$ cat src/rtl/avoid_collision_ctrl_if.sv
// -----------------------------------------------------------------------------
// avoid_collision_ctrl_if
// Bundles the signals exchanged between the game-state controller and its
// surroundings: raster position, buttons, the ball and player bounding boxes,
// and the controller's outputs back to the ball mover and display.
//
// Signals:
//   x, y            raster column/line from the VGA sync counters (10 bit)
//   key             buttons, active-high, key[4]=start, key[3]=pause
//   ball_*          ball bounding box, inclusive edges
//   ply_*           player bounding box, inclusive edges
//   game_stop       1 = ball held at centre with velocity reset
//   en              1 = ball may move on the frame tick
//   lives           remaining lives
//   score           survival score, saturating at 255
//   hit_pulse       one-cycle pulse per contact
//   state           IDLE=0, PLAY=1, HIT=2, OVER/PAUSE=3
//
// Modports:
//   master  drives raster/buttons/boxes, observes controller outputs
//   slave   the controller itself
// -----------------------------------------------------------------------------
interface avoid_collision_ctrl_if;
    logic [9:0] x;
    logic [9:0] y;
    logic [4:0] key;
    logic [9:0] ball_x_l;
    logic [9:0] ball_x_r;
    logic [9:0] ball_y_t;
    logic [9:0] ball_y_b;
    logic [9:0] ply_x_l;
    logic [9:0] ply_x_r;
    logic [9:0] ply_y_t;
    logic [9:0] ply_y_b;
    logic       game_stop;
    logic       en;
    logic [1:0] lives;
    logic [7:0] score;
    logic       hit_pulse;
    logic [1:0] state;

    modport master (
        output x, y, key,
        output ball_x_l, ball_x_r, ball_y_t, ball_y_b,
        output ply_x_l, ply_x_r, ply_y_t, ply_y_b,
        input  game_stop, en, lives, score, hit_pulse, state
    );

    modport slave (
        input  x, y, key,
        input  ball_x_l, ball_x_r, ball_y_t, ball_y_b,
        input  ply_x_l, ply_x_r, ply_y_t, ply_y_b,
        output game_stop, en, lives, score, hit_pulse, state
    );
endinterface

$ cat src/rtl/avoid_collision_ctrl.sv
// -----------------------------------------------------------------------------
// avoid_collision_ctrl
// Game-state controller sitting downstream of the avoiding-ball mover. Once per
// video frame it checks whether the ball box touches the player box, and it
// manages lives, the survival score and (optionally) pause. game_stop and en
// are fed back into the ball mover.
//
// Ports:
//   clk   pixel clock
//   rst   asynchronous, active-high reset
//   bus   avoid_collision_ctrl_if.slave (raster, keys, boxes, outputs)
//
// Optional feature:
//   AVOID_PAUSE_EN  when defined, a key[3] rising edge in PLAY freezes the
//                   ball (state reads 3, game_stop=0, en=0); the next key[3]
//                   edge resumes play. When undefined key[3] is ignored.
// -----------------------------------------------------------------------------
module avoid_collision_ctrl #(
    parameter int MAX_X      = 640,
    parameter int MAX_Y      = 480,
    parameter int LIVES      = 3,
    parameter int HIT_FRAMES = 60,
    parameter int SCORE_DIV  = 60
) (
    input  logic                  clk,
    input  logic                  rst,
    avoid_collision_ctrl_if.slave bus
);

    typedef enum logic [1:0] {
        ST_IDLE = 2'd0,
        ST_PLAY = 2'd1,
        ST_HIT  = 2'd2,
        ST_OVER = 2'd3
    } state_t;

    localparam logic [9:0]  X_LAST     = 10'(MAX_X - 1);
    localparam logic [9:0]  Y_LAST     = 10'(MAX_Y - 1);
    localparam logic [1:0]  LIVES_INIT = 2'(LIVES);
    localparam logic [15:0] HIT_LAST   = 16'(HIT_FRAMES - 1);
    localparam logic [15:0] SCORE_LAST = 16'(SCORE_DIV - 1);

    // Inclusive-edge box intersection; touching edges count as contact.
    function automatic logic box_overlap(
        input logic [9:0] a_l, input logic [9:0] a_r,
        input logic [9:0] a_t, input logic [9:0] a_b,
        input logic [9:0] b_l, input logic [9:0] b_r,
        input logic [9:0] b_t, input logic [9:0] b_b
    );
        box_overlap = (a_l <= b_r) & (a_r >= b_l) & (a_t <= b_b) & (a_b >= b_t);
    endfunction

    // Saturating score increment so the score never wraps.
    function automatic logic [7:0] score_inc(input logic [7:0] s);
        score_inc = (s == 8'hFF) ? s : (s + 8'd1);
    endfunction

    state_t      state_r;
    state_t      state_n;
    logic [15:0] frame_cnt_r;
    logic [15:0] frame_cnt_n;
    logic [1:0]  lives_r;
    logic [1:0]  lives_n;
    logic [7:0]  score_r;
    logic [7:0]  score_n;
    logic        hit_pulse_r;
    logic        hit_pulse_n;
    logic        game_stop_r;
    logic        game_stop_n;
    logic        en_r;
    logic        en_n;
    logic        key4_d_r;
    logic        frame_tick_s;
    logic        overlap_s;
    logic        start_edge_s;
    logic        unused_key_s;

`ifdef AVOID_PAUSE_EN
    logic        key3_d_r;
    logic        pause_edge_s;
    logic        paused_r;
    logic        paused_n;
`endif

    assign frame_tick_s = (bus.x == X_LAST) && (bus.y == Y_LAST);
    assign start_edge_s = bus.key[4] & ~key4_d_r;
    assign overlap_s    = box_overlap(bus.ball_x_l, bus.ball_x_r, bus.ball_y_t, bus.ball_y_b,
                                      bus.ply_x_l,  bus.ply_x_r,  bus.ply_y_t,  bus.ply_y_b);

`ifdef AVOID_PAUSE_EN
    assign pause_edge_s = bus.key[3] & ~key3_d_r;
    assign unused_key_s = ^bus.key[2:0];
`else
    assign unused_key_s = ^bus.key[3:0];
`endif

    // Next-state, counter, lives/score and output decode.
    always_comb begin
        state_n     = state_r;
        frame_cnt_n = frame_cnt_r;
        lives_n     = lives_r;
        score_n     = score_r;
        hit_pulse_n = 1'b0;
        game_stop_n = 1'b1;
        en_n        = 1'b0;
`ifdef AVOID_PAUSE_EN
        paused_n    = paused_r;
`endif

        case (state_r)
            ST_IDLE: begin
                if (start_edge_s) begin
                    state_n     = ST_PLAY;
                    lives_n     = LIVES_INIT;
                    score_n     = 8'd0;
                    frame_cnt_n = 16'd0;
                end else begin
                    state_n     = ST_IDLE;
                end
            end

            ST_PLAY: begin
`ifdef AVOID_PAUSE_EN
                // A pause request wins over a coincident frame tick.
                if (pause_edge_s) begin
                    state_n  = ST_OVER;
                    paused_n = 1'b1;
                end else
`endif
                if (frame_tick_s) begin
                    if (overlap_s) begin
                        // Contact beats scoring on the same tick.
                        hit_pulse_n = 1'b1;
                        frame_cnt_n = 16'd0;
                        if (lives_r <= 2'd1) begin
                            lives_n = 2'd0;
                            state_n = ST_OVER;
                        end else begin
                            lives_n = lives_r - 2'd1;
                            state_n = ST_HIT;
                        end
                    end else if (frame_cnt_r >= SCORE_LAST) begin
                        frame_cnt_n = 16'd0;
                        score_n     = score_inc(score_r);
                    end else begin
                        frame_cnt_n = frame_cnt_r + 16'd1;
                    end
                end else begin
                    state_n = ST_PLAY;
                end
            end

            ST_HIT: begin
                // Recovery period; start presses and contact are not looked at.
                if (frame_tick_s) begin
                    if (frame_cnt_r >= HIT_LAST) begin
                        frame_cnt_n = 16'd0;
                        state_n     = ST_PLAY;
                    end else begin
                        frame_cnt_n = frame_cnt_r + 16'd1;
                    end
                end else begin
                    state_n = ST_HIT;
                end
            end

            ST_OVER: begin
`ifdef AVOID_PAUSE_EN
                // Encoding 3 doubles as PAUSE; the flag tells them apart.
                if (paused_r) begin
                    if (pause_edge_s) begin
                        state_n  = ST_PLAY;
                        paused_n = 1'b0;
                    end else begin
                        state_n  = ST_OVER;
                    end
                end else
`endif
                if (start_edge_s) begin
                    state_n     = ST_PLAY;
                    lives_n     = LIVES_INIT;
                    score_n     = 8'd0;
                    frame_cnt_n = 16'd0;
                end else begin
                    lives_n     = 2'd0;
                end
            end

            default: begin
                state_n     = ST_IDLE;
                frame_cnt_n = 16'd0;
                lives_n     = LIVES_INIT;
                score_n     = 8'd0;
            end
        endcase

        // Outputs follow the next state so they change together with it.
        case (state_n)
            ST_PLAY: begin
                game_stop_n = 1'b0;
                en_n        = 1'b1;
            end
            ST_OVER: begin
`ifdef AVOID_PAUSE_EN
                if (paused_n) begin
                    game_stop_n = 1'b0;
                end else begin
                    game_stop_n = 1'b1;
                end
`else
                game_stop_n = 1'b1;
`endif
                en_n = 1'b0;
            end
            default: begin
                game_stop_n = 1'b1;
                en_n        = 1'b0;
            end
        endcase
    end

    // State, counters, button history and registered outputs.
    always_ff @(posedge clk or posedge rst) begin
        if (rst) begin
            state_r     <= ST_IDLE;
            frame_cnt_r <= 16'd0;
            lives_r     <= LIVES_INIT;
            score_r     <= 8'd0;
            hit_pulse_r <= 1'b0;
            game_stop_r <= 1'b1;
            en_r        <= 1'b0;
            key4_d_r    <= 1'b0;
        end else begin
            state_r     <= state_n;
            frame_cnt_r <= frame_cnt_n;
            lives_r     <= lives_n;
            score_r     <= score_n;
            hit_pulse_r <= hit_pulse_n;
            game_stop_r <= game_stop_n;
            en_r        <= en_n;
            key4_d_r    <= bus.key[4];
        end
    end

`ifdef AVOID_PAUSE_EN
    // Pause button history and paused flag.
    always_ff @(posedge clk or posedge rst) begin
        if (rst) begin
            key3_d_r <= 1'b0;
            paused_r <= 1'b0;
        end else begin
            key3_d_r <= bus.key[3];
            paused_r <= paused_n;
        end
    end
`endif

    assign bus.state     = state_r;
    assign bus.game_stop = game_stop_r;
    assign bus.en        = en_r;
    assign bus.lives     = lives_r;
    assign bus.score     = score_r;
    assign bus.hit_pulse = hit_pulse_r;

endmodule

$ cat src/flat_wrapper.sv
// flat-port wrapper written by rule: the top's interface ports become plain ports
module avoid_collision_ctrl_flat 
#(
    parameter int MAX_X      = 640,
    parameter int MAX_Y      = 480,
    parameter int LIVES      = 3,
    parameter int HIT_FRAMES = 60,
    parameter int SCORE_DIV  = 60
)
  (clk, rst, bus_x, bus_y, bus_key, bus_ball_x_l, bus_ball_x_r, bus_ball_y_t, bus_ball_y_b, bus_ply_x_l, bus_ply_x_r, bus_ply_y_t, bus_ply_y_b, bus_game_stop, bus_en, bus_lives, bus_score, bus_hit_pulse, bus_state);
  avoid_collision_ctrl_if bus_i ();
  input  logic clk;
  input  logic rst;
  input wire logic [$bits(bus_i.x)-1:0] bus_x;
  input wire logic [$bits(bus_i.y)-1:0] bus_y;
  input wire logic [$bits(bus_i.key)-1:0] bus_key;
  input wire logic [$bits(bus_i.ball_x_l)-1:0] bus_ball_x_l;
  input wire logic [$bits(bus_i.ball_x_r)-1:0] bus_ball_x_r;
  input wire logic [$bits(bus_i.ball_y_t)-1:0] bus_ball_y_t;
  input wire logic [$bits(bus_i.ball_y_b)-1:0] bus_ball_y_b;
  input wire logic [$bits(bus_i.ply_x_l)-1:0] bus_ply_x_l;
  input wire logic [$bits(bus_i.ply_x_r)-1:0] bus_ply_x_r;
  input wire logic [$bits(bus_i.ply_y_t)-1:0] bus_ply_y_t;
  input wire logic [$bits(bus_i.ply_y_b)-1:0] bus_ply_y_b;
  output wire logic [$bits(bus_i.game_stop)-1:0] bus_game_stop;
  output wire logic [$bits(bus_i.en)-1:0] bus_en;
  output wire logic [$bits(bus_i.lives)-1:0] bus_lives;
  output wire logic [$bits(bus_i.score)-1:0] bus_score;
  output wire logic [$bits(bus_i.hit_pulse)-1:0] bus_hit_pulse;
  output wire logic [$bits(bus_i.state)-1:0] bus_state;
  assign bus_i.x = bus_x;
  assign bus_i.y = bus_y;
  assign bus_i.key = bus_key;
  assign bus_i.ball_x_l = bus_ball_x_l;
  assign bus_i.ball_x_r = bus_ball_x_r;
  assign bus_i.ball_y_t = bus_ball_y_t;
  assign bus_i.ball_y_b = bus_ball_y_b;
  assign bus_i.ply_x_l = bus_ply_x_l;
  assign bus_i.ply_x_r = bus_ply_x_r;
  assign bus_i.ply_y_t = bus_ply_y_t;
  assign bus_i.ply_y_b = bus_ply_y_b;
  assign bus_game_stop = bus_i.game_stop;
  assign bus_en = bus_i.en;
  assign bus_lives = bus_i.lives;
  assign bus_score = bus_i.score;
  assign bus_hit_pulse = bus_i.hit_pulse;
  assign bus_state = bus_i.state;
  avoid_collision_ctrl #(.MAX_X(MAX_X), .MAX_Y(MAX_Y), .LIVES(LIVES), .HIT_FRAMES(HIT_FRAMES), .SCORE_DIV(SCORE_DIV)) u_core (.clk(clk), .rst(rst), .bus(bus_i));
endmodule
$ cat config.mk
export PLATFORM = sky130hd
export DESIGN_NAME = avoid_collision_ctrl_flat
export DESIGN_NICKNAME = d
export VERILOG_FILES = /design/src/rtl/avoid_collision_ctrl_if.sv /design/src/rtl/avoid_collision_ctrl.sv /design/src/flat_wrapper.sv
export SDC_FILE = /design/constraint.sdc
export NUM_CORES = 1
export LEC_CHECK = 0
export BUFFER_PORTS_ARGS = -buffer_cell sky130_fd_sc_hd__buf_2
export CORE_MARGIN = 2
export CORE_UTILIZATION = 49
export DETAILED_ROUTE_END_ITERATION = 6
export PLACE_DENSITY = 0.81
export SLEW_MARGIN = 20
export SYNTH_ARGS = -nofsm -noshare
export SYNTH_HDL_FRONTEND = slang
export SYNTH_SLANG_ARGS = --single-unit
$ cat constraint.sdc
create_clock -name clk -period 3 [get_ports clk]
set_input_delay 0.15 -clock clk [delete_from_list [all_inputs] [get_ports clk]]
set_output_delay 0.15 -clock clk [all_outputs]
set_load 0.02 [all_outputs]
Yosys cells after proc, flatten, opt, wreduce, memory -nomap -nowiden --
Cells that the tools add are included.
Word-level totals: bits in registers 32, word-level logic and storage cells 76, output and inout port bits 15
Cells by class: equality and inequality tests 15, magnitude comparators 6, muxes and demuxes 31, add/sub/neg operators 3, bitwise gates (word level) 5, reductions and logical operators 8
Operators with widths (number):
- $mux 16 | 5
- $pmux 16 s3 | 1
- $mux 8 | 5
- $ge 10x10->1 | 2
- $le 10x10->1 | 2
- $mux 2 | 10
- $add 16x1->16 const B | 1
- $ge 16x6->1 const B | 1
- $pmux 8 s2 | 1
- $ne 2x1->1 const B | 6
- $eq 10x10->1 const B | 1
- $eq 10x9->1 const B | 1
- $add 8x1->8 const B | 1
- $eq 8x8->1 const B | 1
- $pmux 2 s4 | 1
- $mux 1 | 7
- $pmux 2 s3 | 1
- $reduce_and 6->1 | 1
- $and 1x1->1 | 4
- $eq 2x1->1 const B | 2
- $eq 2x2->1 const B | 2
- $ne 2x2->1 const B | 2
- $reduce_and 4->1 | 1
- $reduce_and 3->1 | 1
- other kinds (8) | 8

Logic depth before layout (Yosys ltp) --
Gate-level depths: netlist of the first run.
depth in word-level cells 9, mapped depth 10, mapped depth without buffers 9

Least setup slack after synthesis of the first run --
Ideal clock, no wire load.
path kind input to register, start point input bus_ply_x_r[5], end point register u_core.game_stop_r, in the netlist u_core.bus.game_stop, slack 0.694 ns, arrival time 2.224 ns, stages on the path 9, required time 2.918 ns, path buffers 0, cell sequence inv_1 -> ha_1 -> a21oi_1 -> o21ai_1 -> a2111oi_2 -> a2bb2oi_4 -> and3_4 -> mux2_4 -> a211o_1
Between the ends: cells in the longest elaborated chain, start to end 9
RTL lines:
- start: declaration | RTL line flat_wrapper.sv:22 | input wire logic [$bits(bus_i.ply_x_r)-1:0] bus_ply_x_r;
- $le 10x10->1 | RTL line avoid_collision_ctrl.sv:50 | box_overlap = (a_l <= b_r) & (a_r >= b_l) & (a_t <= b_b) & (a_b >= b_t);
- $and 1x1->1 (3 in series) | RTL line avoid_collision_ctrl.sv:50
- $mux 2 | RTL line avoid_collision_ctrl.sv:131 | if (overlap_s) begin
- $mux 2 | RTL line avoid_collision_ctrl.sv:130 | if (frame_tick_s) begin
- $pmux 2 s4 | RTL line avoid_collision_ctrl.sv:110 | case (state_r)
- $eq 2x1->1 | RTL line avoid_collision_ctrl.sv:198 | case (state_n)
- $mux 1 | RTL line avoid_collision_ctrl.sv:198
- named net u_core.game_stop_n | RTL line avoid_collision_ctrl.sv:69 | logic game_stop_n;
- end signal: assignment | RTL line avoid_collision_ctrl.sv:239 | game_stop_r <= game_stop_n;
- end: declaration | RTL line avoid_collision_ctrl.sv:68 | logic game_stop_r;
The timed path passes the listed nets, and every way through them passes these cells. A chain may end at the register's enable or synchronous reset.

Worst setup path in the final report of the first run --
start point register u_core.state_r[0], in the netlist u_core.bus.state[0], end point register u_core.score_r[7], in the netlist u_core.bus.score[7]
Between the ends: cells in the longest elaborated chain, start to end 4
RTL lines:
- start: declaration | RTL line avoid_collision_ctrl.sv:58 | state_t state_r;
- start signal: assignment | RTL line avoid_collision_ctrl.sv:234 | state_r <= state_n;
- $eq 2x2->1 or $logic_not 2->1 (tied branches) | RTL line avoid_collision_ctrl.sv:110
- $reduce_or 2->1 (no source line)
- $ne 2x1->1 (no source line) or $reduce_bool 2->1 (tied branches)
- $reduce_and 6->1 (no source line)
- end signal: assignment | RTL line avoid_collision_ctrl.sv:237 | score_r <= score_n;
- end: declaration | RTL line avoid_collision_ctrl.sv:64 | logic [7:0] score_r;
Parallel ways exist; a longest one is shown, timed or not.

==> flow_summary.yaml, run 1 <==
cts:
  clkTransAtPathRegs_ns: 0.06
  clock_latency_ns: 0.28
  cts_tree: "built"
  clockRootBuffer: "clkbuf_8"
  clock_path_buffers: 2
  cts.sinks: 32
  cts-buffers-inserted: 5
  htreeDepth: 2
  post_cts_buffers: 0
sta:
  worst_slew_pin_slew_ns: 0.5910
  period_share_pct: 87.18
  final-max-slew-violation-count: 0
  hold_viol: 0
  timing.fmax_ghz: 0.3823
  maxSlewHeadroom_pct: 60.60
  rsz0062_at_grt: "no"
  clock_skew_ns: 0.009621
  fin_crit_ns: 2.615
  final.setup.tns_ns: 0
  setup_viol: 0
  whs_ns: 0.01862
final_layout:
  antenna_cells: 0
  area_delta_synth_final_pct: 25.90
  layout-drive-gt1-share_pct: 31.69
  layout_commonest_cell: "buf_2"
  nFillCells: 523
  layout_common_cells: "buf_2 (117), inv_1 (51), ha_1 (47), nor2_1 (38), dfrtp_1 (29)"
  fin_area_mm2: 0.003686
  final_nets: 620
global_route:
  grt_antenna_before_repair: 0
  grt_pass1_wl_um: 11760
  grt_overflow: 0
  grt_pass1_vias: 2837
  track_usage_pct: 22.37
  grt_max_degree: 33
drt:
  wl_per_cell_um: 13.26
  drt-total-wl_um: 7185
  firstDrtPassIters: 4
  drt_iter0_drc: 124
  vias: 2898
  avgViaCountPerCell: 5.347
  drc_errors: 0
  ant_nets: 0
run_status:
  status: "finished clean"
setup_path:
  worst_r2r_path_depth: 8
  end_kind: "flip-flop"
  critPathMaxStageDelay_ns: 0.50
  critPathLaunch: "u_core.bus.state[0]$_DFF_PP0_"
  reg2reg_to: "u_core.bus.score[7]$_DFFE_PP0P_"
  worstPathArrival_ns: 2.78
  crit_slowest_cell: "ha_1"
  crit_chain: "inv_1 > ha_1 > nor2_1 > a31oi_1 > nand3_1 > a31oi_4 > nor2b_1 > a221o_1"
  crit_type: "flip-flop to flip-flop"
  path_max_fanout: 12
  r2r_slack_ns: 0.38
  cp.required_ns: 3.16
  start_kind: "flip-flop"
  r2r-start: "u_core.bus.state[0]$_DFF_PP0_"
placed_design:
  postPlaceCellArea_mm2: 0.003595
  port_buffers: 117
  dpl.hpwl_um: 5917
  gp_congestion: 0.8542
power:
  power_leakage_nw: 2.117
  power_density_mw_per_mm2: 427.7
  ir_worst_vdd_v: 0.0002524
die:
  dieArea_mm2: 0.006610
  num_rows: 28
  die_h_um: 81.30
  fp.coreArea_mm2: 0.005851
  io-pin-count: 122
  start_util_pct: 50.04
  die_w_um: 81.30
logic_synthesis:
  ys_dominant_reg_cell: "dfrtp_1"
  ys.warnings.count: 0
  syn-cell-area_mm2: 0.002928
  ys_seq_elements: 32
  synthArstFlopShare_pct: 100.0
  synthesis.nets: 498
  synth_cell_types: 55
  ys_seq_area_share_pct: 27.48
  synth_area_per_cell_um2: 8.511
  synth_edf_count: 0
  postSynthCellCount: 344
worst_hold_path:
  whs_path_depth: 1
  whs_endpoint: "u_core.key4_d_r$_DFF_PP0_"
  worstHoldStart: "bus_key[4]"
  hp-class: "primary input to flip-flop"
run:
  cap_violations: 0
[area by class of cell]
cell class	count	area, µm²	area share, %
Tap cell	75	93.84	2.546
Timing Repair Buffer	120	610.6	16.56
Clock inverter	1	5.005	0.1358
Inverter	51	191.4	5.193
Sequential cell	32	804.5	21.83
Multi-Input combinational cell	256	1904	51.66
Clock buffer	7	76.32	2.071
[Yosys cell counts, types with 2 or more instances]
cell type  number  share of area (%)
nand3b_1        2               0.51
xor2_1          7                2.1
a21o_1          4                1.0
nor4_1          2               0.43
a211o_1         5                1.5
o21ai_0         6                1.0
and2_1          2               0.43
o21ai_1         9                1.5
ha_1           47                 20
nor3_1          2               0.34
nor2b_1         4               0.85
nand2_1        21                2.7
a211oi_1        4                1.0
and3_1         12                2.6
a2111oi_2       2                1.0
nand4_1        14                3.0
nand2b_1        5                1.1
nand4b_1        5                1.5
nand3_1        10                1.7
a21oi_2         3               0.90
or2_2           3               0.64
dfstp_2         3                2.7
clkbuf_1        3               0.38
dfrtp_1        29                 25
nor2_1         38                4.9
a21oi_1        16                2.7
a31oi_1         8                1.7
inv_1          51                6.5
[cells by family after synthesis]
family                     share of synthesized area, %
AOI/OAI and AO/OA                                 17.65
xor gates and xnor gates                          2.393
DFF                                               27.48
muxes                                            0.8973
buffers and inverters                             7.478
adders and majority gates                         20.09
and+or+nand+nor                                   24.02
[repair_timing]
item,CTS,global route
hold buffers,1,0
hold endpoints to repair,29,0
gates resized for setup,0,0
[through the flow]
step / worst slack [ns] / utilization, % / total power [mW] / cells
2_1_floorplan: 0.6945 / - / 1.046 / 344
3_3_place_gp: 0.4838 / 61.44 / 1.229 / 533
3_5_place_dp: 0.3696 / 61.44 / 1.261 / 533
4_1_cts: 0.4172 / 63.00 / 1.578 / 542
5_1_grt: 0.2188 / 63.00 / 1.686 / 542
6_report: 0.3845 / 63.00 / 1.576 / 542
[power by group]
group | internal (mW) | switching, mW | leakage, nW
sequential | 0.499 | 0.0550 | 0.424
combinational | 0.290 | 0.416 | 1.65
clock | 0.163 | 0.153 | 0.0422
total | 0.952 | 0.624 | 2.12
[sequential cells by signal, summed over array words and instances, names as in the netlist]
signal	cells
u_core.frame_cnt_r	16
u_core.bus.score	8
u_core.bus.lives	2
u_core.bus.state	2
u_core.bus.en	1
u_core.bus.game_stop	1
u_core.bus.hit_pulse	1
u_core.key4_d_r	1
[worst max-delay path by stage]
stage / endpoint / cells past startpoint
after global placement: u_core.bus.game_stop$_DFF_PP1_ / 10
after CTS: u_core.bus.score[7]$_DFFE_PP0P_ / 8
after detailed placement: u_core.frame_cnt_r[10]$_DFFE_PP0P_ / 10
after global routing: u_core.bus.score[7]$_DFFE_PP0P_ / 8
after floorplan: u_core.bus.game_stop$_DFF_PP1_ / 9
final: u_core.bus.score[7]$_DFFE_PP0P_ / 8
[routing by layer]
| metal | vias up | wire length [µm] | global-route usage [%] |
|---|---|---|---|
| met5 | - | 0 | 0 |
| met4 | 0 | 93 | 5.254 |
| met3 | 10 | 239 | 3.889 |
| met2 | 65 | 3701 | 41.89 |
| met1 | 1350 | 3150 | 26.26 |
| li1 | 1473 | - | - |
[worst max-delay path: cells and delay by family, from the launching register on]
family | cells | cell delay (ns)
adders and majority gates | 1 | 0.50
buffers and inverters | 1 | 0.13
AOI/OAI and AO/OA | 3 | 0.93
and+or+nand+nor | 3 | 0.50
DFF | 1 | 0.44
Power figures use the tool's default switching activity.
==> run 2: changes to the inputs <==
--- a/config.mk
+++ b/config.mk
@@ -5,10 +5,12 @@
 export SDC_FILE = /design/constraint.sdc
 export NUM_CORES = 1
 export LEC_CHECK = 0
+export ABC_AREA = 1
 export BUFFER_PORTS_ARGS = -buffer_cell sky130_fd_sc_hd__buf_2
 export CORE_MARGIN = 2
 export CORE_UTILIZATION = 49
 export DETAILED_ROUTE_END_ITERATION = 6
+export HOLD_SLACK_MARGIN = 0.08
 export PLACE_DENSITY = 0.81
 export SLEW_MARGIN = 20
 export SYNTH_ARGS = -nofsm -noshare
==> flow_summary.yaml, run 2 <==
run_status:
  status: "finished clean"
global_route:
  grt_antenna_before_repair: 0
  grt_pass1_wl_um: 11560
  track_usage_pct: 21.65
  grt_max_degree: 33
  grt_overflow: 0
  grt_pass1_vias: 2967
power:
  power_density_mw_per_mm2: 465.2
  ir_worst_vdd_v: 0.0003264
  power_leakage_nw: 2.294
  total_power_mw: 1.746
logic_synthesis:
  synth_edf_count: 0
  synthesis.nets: 579
  synth_top_area_cell: "dfrtp_1"
  synth_cell_types: 31
  synthArstFlopShare_pct: 100.0
  synthMostInstantiatedCell: "nand2_1"
  netlist_top_cells_count: "nand2_1 (113), inv_1 (99), ha_1 (47)"
  syn-cell-area_mm2: 0.002945
  ys.warnings.count: 0
  ys_seq_elements: 32
  synth.area.top_cells: "dfrtp_1 (25%), ha_1 (20%), nand2_1 (14%), inv_1 (13%), nor2_1 (4.8%)"
  post-synth-top-area-fraction_pct: 24.64
  ys_seq_area_share_pct: 27.32
  ys_dominant_reg_cell: "dfrtp_1"
  synth_area_per_cell_um2: 6.930
  postSynthCellCount: 425
cts:
  clockRootBuffer: "clkbuf_8"
  clock_latency_ns: 0.29
  cts_tree: "built"
  cts.sinks: 32
  clkTransAtPathRegs_ns: 0.07
  cts-buffers-inserted: 5
  post_cts_buffers: 0
  clock_path_buffers: 2
  htreeDepth: 2
setup_path:
  path_max_fanout: 14
  start_kind: "flip-flop"
  critPathMaxStageDelay_ns: 0.44
  worstPathArrival_ns: 2.25
  crit_slowest_cell: "dfrtp_1"
  cp_num_buf_inv: 2
  crit_chain: "inv_1 > ha_1 > o21ai_0 > nand2_2 > inv_1 > nand2_1 > nand2_1 > nand2_1 > a21oi_1"
  end_kind: "flip-flop"
  crit_family: "buffers and inverters"
  cp.required_ns: 3.22
  path_common_cell: "nand2_1"
  crit_type: "flip-flop to flip-flop"
sta:
  period_share_pct: 67.92
  rsz0062_at_grt: "no"
  clock_skew_ns: 0.004301
  setup_viol: 0
  fin_crit_ns: 2.038
  maxSlewHeadroom_pct: 73.29
  final-max-slew-violation-count: 0
  hold_viol: 0
  worst_slew_pin_slew_ns: 0.4002
  timing.fmax_ghz: 0.4908
  final.setup.tns_ns: 0
final_layout:
  multi_input_area_mm2: 0.001759
  layout-drive-gt1-share_pct: 26.50
  nFillCells: 503
  layout_common_cells: "buf_2 (117), nand2_1 (113), inv_1 (99), ha_1 (47), nor2_1 (38)"
  largest_register_ffs: 16
  area_delta_synth_final_pct: 27.44
  antenna_cells: 0
  layout_commonest_cell: "buf_2"
  final_nets: 704
  regMostFlops: "u_core.frame_cnt_r"
  seqCellArea_um2: 804.5
drt:
  drt-total-wl_um: 6894
  ant_nets: 0
  wl_per_cell_um: 11.01
  firstDrtPassIters: 4
  vias: 3033
  drc_errors: 0
  avgViaCountPerCell: 4.845
  drt_iter0_drc: 126
die:
  io-pin-count: 122
  start_util_pct: 50.34
  num_rows: 28
  fp.coreArea_mm2: 0.005851
  dieArea_mm2: 0.006647
  die_h_um: 81.53
  die_w_um: 81.53
worst_hold_path:
  hp-class: "primary input to flip-flop"
run:
  cap_violations: 0
placed_design:
  gp_congestion: 0.8366
  dpl.hpwl_um: 5704
  port_buffers: 117
==> run 2: cell count changes after synthesis, sizes merged, moves of 5 or more <==
cell	previous run	this run
and3	13	0
a211oi	5	0
a211o	5	0
nand3	10	22
o21ai	16	7
nand2b	5	0
a31oi	9	2
inv	51	99
nor2	38	43
nand4b	5	0
nand2	21	119
==> run 2: worst paths after layout <==
| path | startpoint | endpoint | slack (ns) | cells past startpoint |
|---|---|---|---|---|
| max | u_core.bus.state[1]$_DFF_PP0_ | u_core.frame_cnt_r[4]$_DFFE_PP0P_ | 0.96 | 9 |
| min | bus_y[9] | u_core.bus.hit_pulse$_DFF_PP0_ | 0.27 | 4 |
| max reg2reg | u_core.bus.state[1]$_DFF_PP0_ | u_core.frame_cnt_r[4]$_DFFE_PP0P_ | 0.96 | 9 |
| min reg2reg | u_core.frame_cnt_r[6]$_DFFE_PP0P_ | u_core.frame_cnt_r[6]$_DFFE_PP0P_ | 0.49 | 2 |
| max in group asynchronous | rst | u_core.bus.lives[1]$_DFFE_PP1P_ | 2.15 | 4 |
| min in group asynchronous | rst | u_core.frame_cnt_r[5]$_DFFE_PP0P_ | 0.52 | 4 |
==> run 2: kinds of logic after synthesis <==
group	Yosys count	synth area share, %
compound gates	32	6.712
xor+xnor	4	1.190
fa+ha+maj	47	19.97
buf+inv	101	12.96
flops	32	27.32
simple gates	209	31.86
==> run 2: layout make-up <==
| type | count | share of cell area [%] |
|---|---|---|
| Clock inverter | 3 | 1.133 |
| Timing Repair Buffer | 120 | 16.33 |
| Sequential cell | 32 | 21.43 |
| Tap cell | 75 | 2.500 |
| Multi-Input combinational cell | 292 | 46.87 |
| Inverter | 99 | 9.900 |
| Clock buffer | 5 | 1.833 |
==> run 2: power breakdown <==
group          internal (mW)  switching (mW)
combinational          0.273           0.477
clock                  0.246           0.167
sequential             0.514          0.0701
==> run 2: worst min-delay path, cell delays in order <==
cell and delay (ns):
buf_2 0.07, nor3_1 0.05, nand4_1 0.17, nor4_1 0.07
==> run 2: timing repair <==
item | CTS | global route
endpoints found under the hold margin | 30 | 0
setup endpoints to repair | 0 | 0
hold buffers | 2 | 0
gates resized for setup | 0 | 0
==> run 2: through the flow <==
stage | hold slack [ns] | setup WS (ns) | util (%) | cells | cell area (µm²)
finish | 0.2738 | 0.9624 | 64.16 | 626 | 3754
global placement | 0.2465 | 1.067 | 61.91 | 616 | 3622
global route | 0.2918 | 0.6989 | 64.16 | 626 | 3754
CTS | 0.2764 | 0.9877 | 64.16 | 626 | 3754
floorplan | 0.1814 | 1.214 | - | 425 | 2945
detailed placement | 0.2744 | 0.9962 | 61.91 | 616 | 3622
==> run 2: metal layers <==
metal	vias to the layer above	global-route usage, %	routed length (µm)
li1	1572	-	-
met1	1358	23.20	2725
met2	84	41.72	3623
met3	19	4.176	385
met4	0	7.627	159
met5	-	0	0
==> run 3: changes to the inputs <==
--- a/config.mk
+++ b/config.mk
@@ -8,10 +8,10 @@
 export ABC_AREA = 1
 export BUFFER_PORTS_ARGS = -buffer_cell sky130_fd_sc_hd__buf_2
 export CORE_MARGIN = 2
-export CORE_UTILIZATION = 49
+export CORE_UTILIZATION = 44
 export DETAILED_ROUTE_END_ITERATION = 6
 export HOLD_SLACK_MARGIN = 0.08
-export PLACE_DENSITY = 0.81
+export PLACE_DENSITY = 0.77
 export SLEW_MARGIN = 20
 export SYNTH_ARGS = -nofsm -noshare
 export SYNTH_HDL_FRONTEND = slang
==> constraint.sdc (replaced) <==
create_clock -name clk -period 1.77 [get_ports clk]
set_input_delay 0.0885 -clock clk [delete_from_list [all_inputs] [get_ports clk]]
set_output_delay 0.0885 -clock clk [all_outputs]
set_load 0.02 [all_outputs]
==> flow_summary.yaml, run 3 (synthesis gave the netlist of run 2 again) <==
die:
  start_util_pct: 45.86
  die_w_um: 85.82
  fp.coreArea_mm2: 0.006422
  dieArea_mm2: 0.007364
  die_h_um: 85.82
  num_rows: 29
  io-pin-count: 122
setup_path:
  worst_r2r_path_depth: 12
  crit_type: "flip-flop to flip-flop"
  crit_slowest_cell: "dfrtp_1"
  end_kind: "flip-flop"
  critPathMaxStageDelay_ns: 0.39
  r2r_slack_ns: -0.04
  r2r-start: "u_core.frame_cnt_r[1]$_DFFE_PP0P_"
  path_common_cell: "nand2_1"
  path_max_fanout: 3
  reg2reg_to: "u_core.frame_cnt_r[2]$_DFFE_PP0P_"
  start_kind: "flip-flop"
  worstPathArrival_ns: 2.05
  crit_chain: "ha_2 > nor2_2 > inv_1 > nand2_1 > o21ai_2 > nor3_4 > o21a_1 > nand2_2 > nor2_4 > buf_6 > nand3_2 > nand2_1"
  cp.required_ns: 2.01
power:
  power_switching_mw: 1.306
  power_leakage_nw: 2.380
  total_power_mw: 3.121
  p_int_mw: 1.815
  ir_worst_vdd_v: 0.0003599
  pwr-share-seq_pct: 30.9
  clkPwrFrac_pct: 18.9
  power_frac_comb_pct: 50.3
  p_sw_share_pct: 41.85
  power_density_mw_per_mm2: 794.9
sta:
  clock_skew_ns: 0.006343
  setup_viol: 7
  hold_viol: 0
  rsz0062_at_grt: "yes"
  fin_ws_ns: -0.03654
  final-max-slew-violation-count: 0
  period_share_pct: 102.1
  worst_slew_pin_slew_ns: 0.3964
  timing.fmax_ghz: 0.5535
  fin_crit_ns: 1.807
  maxSlewHeadroom_pct: 73.57
drt:
  avgViaCountPerCell: 4.732
  drt-total-wl_um: 6983
  wl_per_cell_um: 10.81
  firstDrtPassIters: 7
  drt_iter0_drc: 114
  vias: 3057
  drc_errors: 7
  ant_nets: 0
run_status:
  status: "finished, violations left"
  failed_checks: "design-rule violations, negative setup slack"
final_layout:
  multi_input_area_mm2: 0.001794
  antenna_cells: 0
  area_delta_synth_final_pct: 33.31
  nFillCells: 580
  fin_area_mm2: 0.003926
  largest_register_ffs: 16
  seqCellArea_um2: 807.0
  layout_commonest_cell: "buf_2"
  layout-drive-gt1-share_pct: 30.93
  final_nets: 722
  layout_common_cells: "buf_2 (117), nand2_1 (107), inv_1 (99), ha_1 (46), nor2_1 (37)"
  regMostFlops: "u_core.frame_cnt_r"
placed_design:
  port_buffers: 117
  postPlaceCellArea_mm2: 0.003745
  dpl.hpwl_um: 5659
  gp_congestion: 0.8483
worst_hold_path:
  whs_path_depth: 4
  whs_endpoint: "u_core.bus.hit_pulse$_DFF_PP0_"
  hp-class: "primary input to flip-flop"
  worstHoldStart: "bus_y[9]"
cts:
  clkTransAtPathRegs_ns: 0.08
  htreeDepth: 2
  cts.sinks: 32
  clockRootBuffer: "clkbuf_8"
  clock_path_buffers: 2
  cts_tree: "built"
  cts-buffers-inserted: 5
  clock_latency_ns: 0.29
global_route:
  grt_pass1_vias: 3015
  grt_antenna_before_repair: 0
  track_usage_pct: 19.49
  grt_pass1_wl_um: 11770
  grt_overflow: 0
  grt_max_degree: 33
run:
  cap_violations: 0
## run 3: changes by cell type in the layout (fill, tap and decap cells not counted), sizes merged
cell	previous run	this run
buf	118	136
bufinv	1	0
clkinvlp	1	2
## run 3: what timing repair did
action / CTS / global route
hold endpoints to repair: 30 / 0
hold buffers: 2 / 0
setup buffers: 0 / 4
gates resized for setup: 1 / 11
pin swaps: 0 / 7
setup endpoints to repair: 8 / 17
## run 3: per-layer routing
metal	up-vias	global-route usage, %	wire length [µm]	part of all wire [%]
li1	1609	-	-	-
met1	1346	21.28	2865	41
met2	83	37.00	3629	52
met3	19	3.272	290	4.2
met4	0	7.937	197	2.8
met5	-	0	0	0
## run 3: final cells by class
type / count / share of cell area, %
Timing Repair Buffer: 138 / 19.47
Tap cell: 77 / 2.454
Clock buffer: 5 / 1.753
Clock inverter: 3 / 0.6055
Multi-Input combinational cell: 292 / 45.70
Inverter: 99 / 9.465
Sequential cell: 32 / 20.55
## run 3: how the worst max path moves through the flow
stage	end	slack, ns	start
after global placement	u_core.frame_cnt_r[3]$_DFFE_PP0P_	0.03	u_core.frame_cnt_r[0]$_DFFE_PP0P_
final	u_core.frame_cnt_r[2]$_DFFE_PP0P_	-0.04	u_core.frame_cnt_r[1]$_DFFE_PP0P_
after detailed placement	u_core.frame_cnt_r[3]$_DFFE_PP0P_	-0.01	u_core.frame_cnt_r[0]$_DFFE_PP0P_
after floorplan	u_core.bus.score[2]$_DFFE_PP0P_	0.07	u_core.bus.score[0]$_DFFE_PP0P_
after global routing	u_core.bus.en$_DFF_PP0_	-0.16	u_core.frame_cnt_r[1]$_DFFE_PP0P_
after CTS	u_core.bus.score[3]$_DFFE_PP0P_	0.004	u_core.frame_cnt_r[0]$_DFFE_PP0P_
## run 3: worst max-delay path, delay by kind of cell (launching register included)
family | cells | cell delay, ns
fa+ha+maj | 1 | 0.20
flops | 1 | 0.39
buf+inv | 2 | 0.19
simple gates | 7 | 0.73
compound gates | 2 | 0.24
## run 3: metrics by stage
| step | instances | hold slack, ns | worst slack, ns | setup TNS [ns] | util [%] |
|---|---|---|---|---|---|
| after floorplan | 425 | 0.1199 | 0.07110 | 0 | - |
| after global placement | 632 | 0.1810 | 0.03491 | 0 | 58.31 |
| after detailed placement | 632 | 0.1953 | -0.01362 | -0.02475 | 58.31 |
| after CTS | 642 | 0.1888 | 0.004066 | 0 | 60.16 |
| after global routing | 646 | 0.1989 | -0.1552 | -2.063 | 61.13 |
| final | 646 | 0.1948 | -0.03654 | -0.1479 | 61.13 |
## run 3: power by group through the flow
stage / combinational [mW] / sequential, mW / clock (mW)
after floorplan: 0.788 / 1.09 / 0
after CTS: 1.48 / 0.959 / 0.602
final: 1.57 / 0.964 / 0.588
after global routing: 1.77 / 0.982 / 0.623
after detailed placement: 1.47 / 0.970 / 0
after global placement: 1.43 / 0.970 / 0
